### src/rtl/instr_inv_multi_queue_if.sv
// Bundles the snoop-side push and the consumer-side broadcast/acknowledge
// signals of instr_inv_multi_queue.
//   inv_valid/inv_addr : invalidation push from the snoop path (never stalled)
//   cons_valid         : per-consumer request valid
//   cons_addr          : shared head line address
//   cons_flush_all     : head request is a flush-all
//   cons_ack           : per-consumer completion
//   empty              : nothing queued and no flush pending
//   overflow_count     : saturating overflow event count
interface instr_inv_multi_queue_if #(
  parameter int unsigned ADDR_W        = 28,
  parameter int unsigned NUM_CONSUMERS = 2
);
  logic                     inv_valid;
  logic [ADDR_W-1:0]        inv_addr;
  logic [NUM_CONSUMERS-1:0] cons_valid;
  logic [ADDR_W-1:0]        cons_addr;
  logic                     cons_flush_all;
  logic [NUM_CONSUMERS-1:0] cons_ack;
  logic                     empty;
  logic [7:0]               overflow_count;

  // Snoop source and consumers drive requests/acks.
  modport master (
    output inv_valid, inv_addr, cons_ack,
    input  cons_valid, cons_addr, cons_flush_all, empty, overflow_count
  );

  // Queue side.
  modport slave (
    input  inv_valid, inv_addr, cons_ack,
    output cons_valid, cons_addr, cons_flush_all, empty, overflow_count
  );
endinterface

### src/rtl/instr_inv_multi_queue.sv
// Invalidation queue between the coherency snoop path and instruction-side
// consumers. Every entry is broadcast to NUM_CONSUMERS consumers and retires
// once each has acknowledged it. Back-to-back duplicates are coalesced, and an
// overflow discards the queue in favour of a single flush-all request.
// Ports:
//   clk  : clock
//   rst  : asynchronous active-high reset
//   bus  : instr_inv_multi_queue_if.slave (push, broadcast, ack, status)
module instr_inv_multi_queue #(
  parameter int unsigned DEPTH         = 4,
  parameter int unsigned ADDR_W        = 28,
  parameter int unsigned NUM_CONSUMERS = 2,
  parameter int unsigned COALESCE      = 1
) (
  input  logic                    clk,
  input  logic                    rst,
  instr_inv_multi_queue_if.slave  bus
);

  localparam int unsigned PTR_W = (DEPTH > 1) ? $clog2(DEPTH) : 1;
  localparam int unsigned CNT_W = PTR_W + 1;
  localparam int unsigned N     = NUM_CONSUMERS;

  logic [ADDR_W-1:0] mem_q [DEPTH];
  logic [PTR_W-1:0]  head_q, head_d;
  logic [PTR_W-1:0]  tail_q, tail_d;
  logic [CNT_W-1:0]  count_q, count_d;
  logic [N-1:0]      done_q, done_d;
  logic              flush_q, flush_d;
  logic [7:0]        ovf_q, ovf_d;

  logic              head_exists;
  logic [N-1:0]      valid_vec;
  logic [N-1:0]      ack_v;
  logic              complete;
  logic              pop_entry;
  logic              head_is_youngest;
  logic              coalesce;
  logic              push;
  logic              full;
  logic              overflow;
  logic              push_ok;

  // Request presentation, derived from registered state only.
  assign head_exists = flush_q | (count_q != '0);
  assign valid_vec   = {N{head_exists}} & ~done_q;

  assign bus.cons_valid     = valid_vec;
  assign bus.cons_flush_all = flush_q;
  assign bus.cons_addr      = (count_q != '0) ? mem_q[head_q] : '0;
  assign bus.empty          = (count_q == '0) & ~flush_q;
  assign bus.overflow_count = ovf_q;

  // Acknowledge and retirement.
  assign ack_v     = bus.cons_ack & valid_vec;
  assign complete  = head_exists & (&(done_q | ack_v));
  assign pop_entry = complete & ~flush_q;

  // The youngest entry is the serviced head only when it is the sole entry
  // and no flush sits in front of it.
  assign head_is_youngest = ~flush_q & (count_q == CNT_W'(1));
  assign coalesce = (COALESCE != 0) & bus.inv_valid & (count_q != '0)
                  & (bus.inv_addr == mem_q[tail_q - PTR_W'(1)])
                  & ~(head_is_youngest & (done_q != '0));

  // A same-cycle entry pop frees a slot, so only a non-popping full queue overflows.
  assign push     = bus.inv_valid & ~coalesce;
  assign full     = (count_q == CNT_W'(DEPTH)) & ~pop_entry;
  assign overflow = push & full;
  assign push_ok  = push & ~full;

  // Next-state computation.
  always_comb begin
    head_d  = head_q;
    tail_d  = tail_q;
    count_d = count_q;
    done_d  = done_q;
    flush_d = flush_q;
    ovf_d   = ovf_q;
    if (overflow) begin
      // Drop everything queued; a (re)started flush-all covers it all.
      count_d = '0;
      head_d  = tail_q;
      flush_d = 1'b1;
      done_d  = '0;
      if (ovf_q != 8'hFF) ovf_d = ovf_q + 8'd1;
    end else begin
      if (complete) begin
        done_d = '0;
        if (flush_q) flush_d = 1'b0;
        else         head_d  = head_q + PTR_W'(1);
      end else begin
        done_d = done_q | ack_v;
      end
      if (push_ok) tail_d = tail_q + PTR_W'(1);
      count_d = count_q + CNT_W'(push_ok) - CNT_W'(pop_entry);
    end
  end

  // Control state.
  always_ff @(posedge clk or posedge rst) begin
    if (rst) begin
      head_q  <= '0;
      tail_q  <= '0;
      count_q <= '0;
      done_q  <= '0;
      flush_q <= 1'b0;
      ovf_q   <= '0;
    end else begin
      head_q  <= head_d;
      tail_q  <= tail_d;
      count_q <= count_d;
      done_q  <= done_d;
      flush_q <= flush_d;
      ovf_q   <= ovf_d;
    end
  end

  // Entry storage; contents are only read while count_q covers them.
  always_ff @(posedge clk) begin
    if (push_ok) mem_q[tail_q] <= bus.inv_addr;
  end

endmodule

### src/flat_wrapper.sv
// flat-port wrapper written by rule: the top's interface ports become plain ports
module instr_inv_multi_queue_flat 
#(
  parameter int unsigned DEPTH         = 4,
  parameter int unsigned ADDR_W        = 28,
  parameter int unsigned NUM_CONSUMERS = 2,
  parameter int unsigned COALESCE      = 1
)
  (clk, rst, bus_inv_valid, bus_inv_addr, bus_cons_ack, bus_cons_valid, bus_cons_addr, bus_cons_flush_all, bus_empty, bus_overflow_count);
  instr_inv_multi_queue_if #(.ADDR_W(ADDR_W), .NUM_CONSUMERS(NUM_CONSUMERS)) bus_i ();
  input  logic clk;
  input  logic rst;
  input wire logic [$bits(bus_i.inv_valid)-1:0] bus_inv_valid;
  input wire logic [$bits(bus_i.inv_addr)-1:0] bus_inv_addr;
  input wire logic [$bits(bus_i.cons_ack)-1:0] bus_cons_ack;
  output wire logic [$bits(bus_i.cons_valid)-1:0] bus_cons_valid;
  output wire logic [$bits(bus_i.cons_addr)-1:0] bus_cons_addr;
  output wire logic [$bits(bus_i.cons_flush_all)-1:0] bus_cons_flush_all;
  output wire logic [$bits(bus_i.empty)-1:0] bus_empty;
  output wire logic [$bits(bus_i.overflow_count)-1:0] bus_overflow_count;
  assign bus_i.inv_valid = bus_inv_valid;
  assign bus_i.inv_addr = bus_inv_addr;
  assign bus_i.cons_ack = bus_cons_ack;
  assign bus_cons_valid = bus_i.cons_valid;
  assign bus_cons_addr = bus_i.cons_addr;
  assign bus_cons_flush_all = bus_i.cons_flush_all;
  assign bus_empty = bus_i.empty;
  assign bus_overflow_count = bus_i.overflow_count;
  instr_inv_multi_queue #(.DEPTH(DEPTH), .ADDR_W(ADDR_W), .NUM_CONSUMERS(NUM_CONSUMERS), .COALESCE(COALESCE)) u_core (.clk(clk), .rst(rst), .bus(bus_i));
endmodule
### config.mk
export PLATFORM = sky130hd
export DESIGN_NAME = instr_inv_multi_queue_flat
export DESIGN_NICKNAME = d
export VERILOG_FILES = /design/src/rtl/instr_inv_multi_queue_if.sv /design/src/rtl/instr_inv_multi_queue.sv /design/src/flat_wrapper.sv
export SDC_FILE = /design/constraint.sdc
export NUM_CORES = 1
export LEC_CHECK = 0
export CORE_ASPECT_RATIO = 1.75
export CORE_MARGIN = 2
export CORE_UTILIZATION = 61
export CTS_CLUSTER_SIZE = 24
export DETAILED_ROUTE_END_ITERATION = 6
export HOLD_SLACK_MARGIN = 0.06
export PLACE_DENSITY = 0.87
export SYNTH_ARGS = -nofsm -noshare
export SYNTH_HDL_FRONTEND = slang
export SYNTH_SLANG_ARGS = --single-unit
export TNS_END_PERCENT = 100
### constraint.sdc
create_clock -name clk -period 9.8 [get_ports clk]
set_clock_uncertainty 0.15 [all_clocks]
set_input_delay 1.47 -clock clk [delete_from_list [all_inputs] [get_ports clk]]
set_output_delay 1.47 -clock clk [all_outputs]
set_load 0.01 [all_outputs]
==> results.md <==
- Largest family of logic cells by synthesized area: multiplexers
- Ys Warns: 0
- CTS tree: done
- Drt via density: 6.64
- Router iterations before antenna repair: 5
- Final #Nets: 501
- Crit path cell chain: inv_1 -> ha_1 -> buf_4 -> mux2i_1 -> a22oi_1 -> o21ai_0 -> a2111oi_0 -> nand4_1 -> nand3b_2 -> inv_1 -> ha_1 -> inv_1 -> fa_1 -> xor2_1 -> xnor2_1 -> a31oi_1
- Crit path arrival time: 6.70 ns
- Outcome: completed
- Port-buffer cells: 72
- P&R area growth vs syn: 23.5%
- # resized after CTS: 0
- Post-DP HPWL: 8660 um
- Worst IR Drop VDD: 0.265 mV
- Rel. slew slack: 23.7%
- Clock buffer depth: 2
- Final period util: 66.8%
- CORE AREA: 0.0102 sq mm
- Mean Syn Cell Area: 16.7 sq um
- CP required: 9.96 ns
- Row cnt: 49
- GRT overflow: 0
- Post-DRT Antenna Nets: 0
- Mapped Cells: 381
- First-pass GRT wire length: 22900 um
- Setup crit start kind: flip-flop
- Slew Limit Fails: 0
- Total track usage: 28.2%
- Register area share after synthesis: 60.0%
- Clock Sinks: 130
- Die area: 0.0113 sq mm
- Post-route setup TNS: 0 ns
- Die width: 81.2 um
- Dpl cells: 568
- R2r setup slk: 3.26 ns
- Async set-reset flop share out of synthesis: 13.8%
- Setup violations, final: 0
- CP Max Fanout: 32
- Share of cells above drive strength 1: 21.4%
- Max-cap check violation count: 0
- CP dominant cell by count: inv_1
- CP endpoint kind: flip-flop
- Hold-fix buffers, CTS: 0
- Commonest cells after routing, fill and taps aside: 112 x edfxtp_1, 72 x clkdlybuf4s50_1, 51 x mux4_2, 31 x nor2b_1, 26 x xnor2_1
- CP max stage delay: 1.02 ns
- Final min period: 6.54 ns
- Count of boundary I/O pins: 73
- Final wirelength: 14600 um
- RSZ-0062 raised after global routing: no
- Pwr dens: 354 mW/mm^2
- Post-synth net total: 422
- Least-Margin Pin Slew: 1.14 ns
- Commonest non-fill, non-tap cell in the layout: edfxtp_1
- Final Hold Viols: 0
- CTS root buffer: clkbuf_16
- Flops & latches, synth: 130
- Simple-gate share of the synthesized area: 7.62%
- Ant diodes: 0
- Leakage power: 0.00272 uW
- Wire length per cell: 24.4 um
- Clock Latency Late Sink: 0.42 ns
- 1st-iter DRT viols: 403
- Post-synthesis mux area share: 21.0%
- Final Util: 76.7%
- Post-CTS setup buffers: 0
- Final non-filler cell total: 600
- Synthesized cell area: 0.00636 sq mm
- Total number of vias: 3985
- Drt drc: 0
- H-tree levels: 4
- DIE HEIGHT: 139 um
- Fillers: 551
- Top FF cell, synth: edfxtp_1
- Initial antenna violation count: 0
- Largest net degree at the start of global routing: 33
- CP max-delay cell: dfrtp_2
- Max Clk Rate: 0.153 GHz
- Adder-cell share of the synthesized area: 1.69%
- Reg clk slew, reported paths: 0.06 ns
- Synth Area in XOR/XNOR: 4.96%
- Initial Util: 62.1%
- Min-delay worst type: reg -> reg
- Sequential Area: 0.00382 sq mm
- RD Place Congestion: 0.838
- Count of cell types in the netlist: 43
- Multi-input gate area: 0.00242 sq mm
- Critical setup path kind: reg -> reg
- Post-synthesis compound-gate area fraction: 2.48%
- EDFF count, synth: 112
- Vias in the first global route: 4287
- CTS Buf Count: 17
## per-layer routing
metal	up-vias	share of wire, %	track usage [%]
li1	1651	-	-
met1	2031	35	33.7
met2	250	54	46.0
met3	53	6.9	7.55
met4	0	3.8	15.0
met5	-	0	0
## cell families (layout without fill, tap and decap cells)
kind of cell	Yosys count	in the layout
and+or+nand+nor	87	87
DFF	130	130
xor gates and xnor gates	36	36
AOI/OAI and AO/OA	20	20
adders and majority gates	8	8
buffers and inverters	31	123
muxes	69	69
## final timing paths
check / cells after the start / to / from
max: 16 / u_core.count_q[2] / u_core.tail_q[0]
min: 1 / u_core.bus.overflow_count[5] / u_core.bus.overflow_count[5]
max reg2reg: 16 / u_core.count_q[2] / u_core.tail_q[0]
min reg2reg: 1 / u_core.bus.overflow_count[5] / u_core.bus.overflow_count[5]
max in group asynchronous: 2 / u_core.tail_q[0] / rst
min in group asynchronous: 2 / u_core.bus.overflow_count[5] / rst
## cell usage after synthesis (3+ instances only)
master	n	share of area [%]
buf_1	3	0.18
clkbuf_1	8	0.47
inv_1	12	0.71
nand2_1	16	0.94
nor2b_1	31	3.1
buf_2	3	0.24
nor3_1	4	0.31
xnor2_1	26	3.6
nor2_1	15	0.89
nand4_1	6	0.59
mux2_1	4	0.71
dfrtp_1	18	7.1
nand3_1	5	0.39
mux4_2	51	18
edfxtp_1	112	53
xor2_1	10	1.4
mux2i_1	14	2.2
buf_4	3	0.35
ha_1	7	1.4
## stage by stage
step | hold slack (ns) | area (sq um) | total power (uW) | worst slack, ns
after CTS | 0.369 | 7850 | 2790 | 3.38
after global placement | 0.348 | 7210 | 2050 | 4.04
after floorplan | 0.376 | 6360 | 1650 | 5.59
final | 0.366 | 7850 | 2780 | 3.26
after detailed placement | 0.354 | 7210 | 2080 | 3.49
after global routing | 0.388 | 7850 | 2900 | 3.16
## cell type report
class                           instances  area share, %
Sequential cell                       130           48.6
Tap cell                              127           2.02
Multi-Input combinational cell        220           30.8
Clock buffer                           23           6.21
Timing Repair Buffer                   79           9.85
Clock inverter                          9           1.94
Inverter                               12          0.574
## sequential cells by signal, indices dropped and copies added, names as in the netlist
name                       cells
u_core.mem_q                 112
u_core.bus.overflow_count      8
u_core.bus.cons_flush_all      1
u_core.head_q                  2
u_core.done_q                  2
u_core.tail_q                  2
u_core.count_q                 3
## where the power goes
part,leakage [uW],internal [uW],switching (uW)
combinational,0.00116,661,543
clock,0.000305,451,222
sequential,0.00125,740,163
## critical path, delay by kind of cell, from the launching register on
family	cells	cell delay, ns
flops	1	1.02
fa+ha+maj	3	1.12
simple gates	2	1.16
compound gates	4	1.50
xor+xnor	2	0.27
buf+inv	4	1.01
mux	1	0.18
No activity file was read; power rests on OpenSTA's default activity.
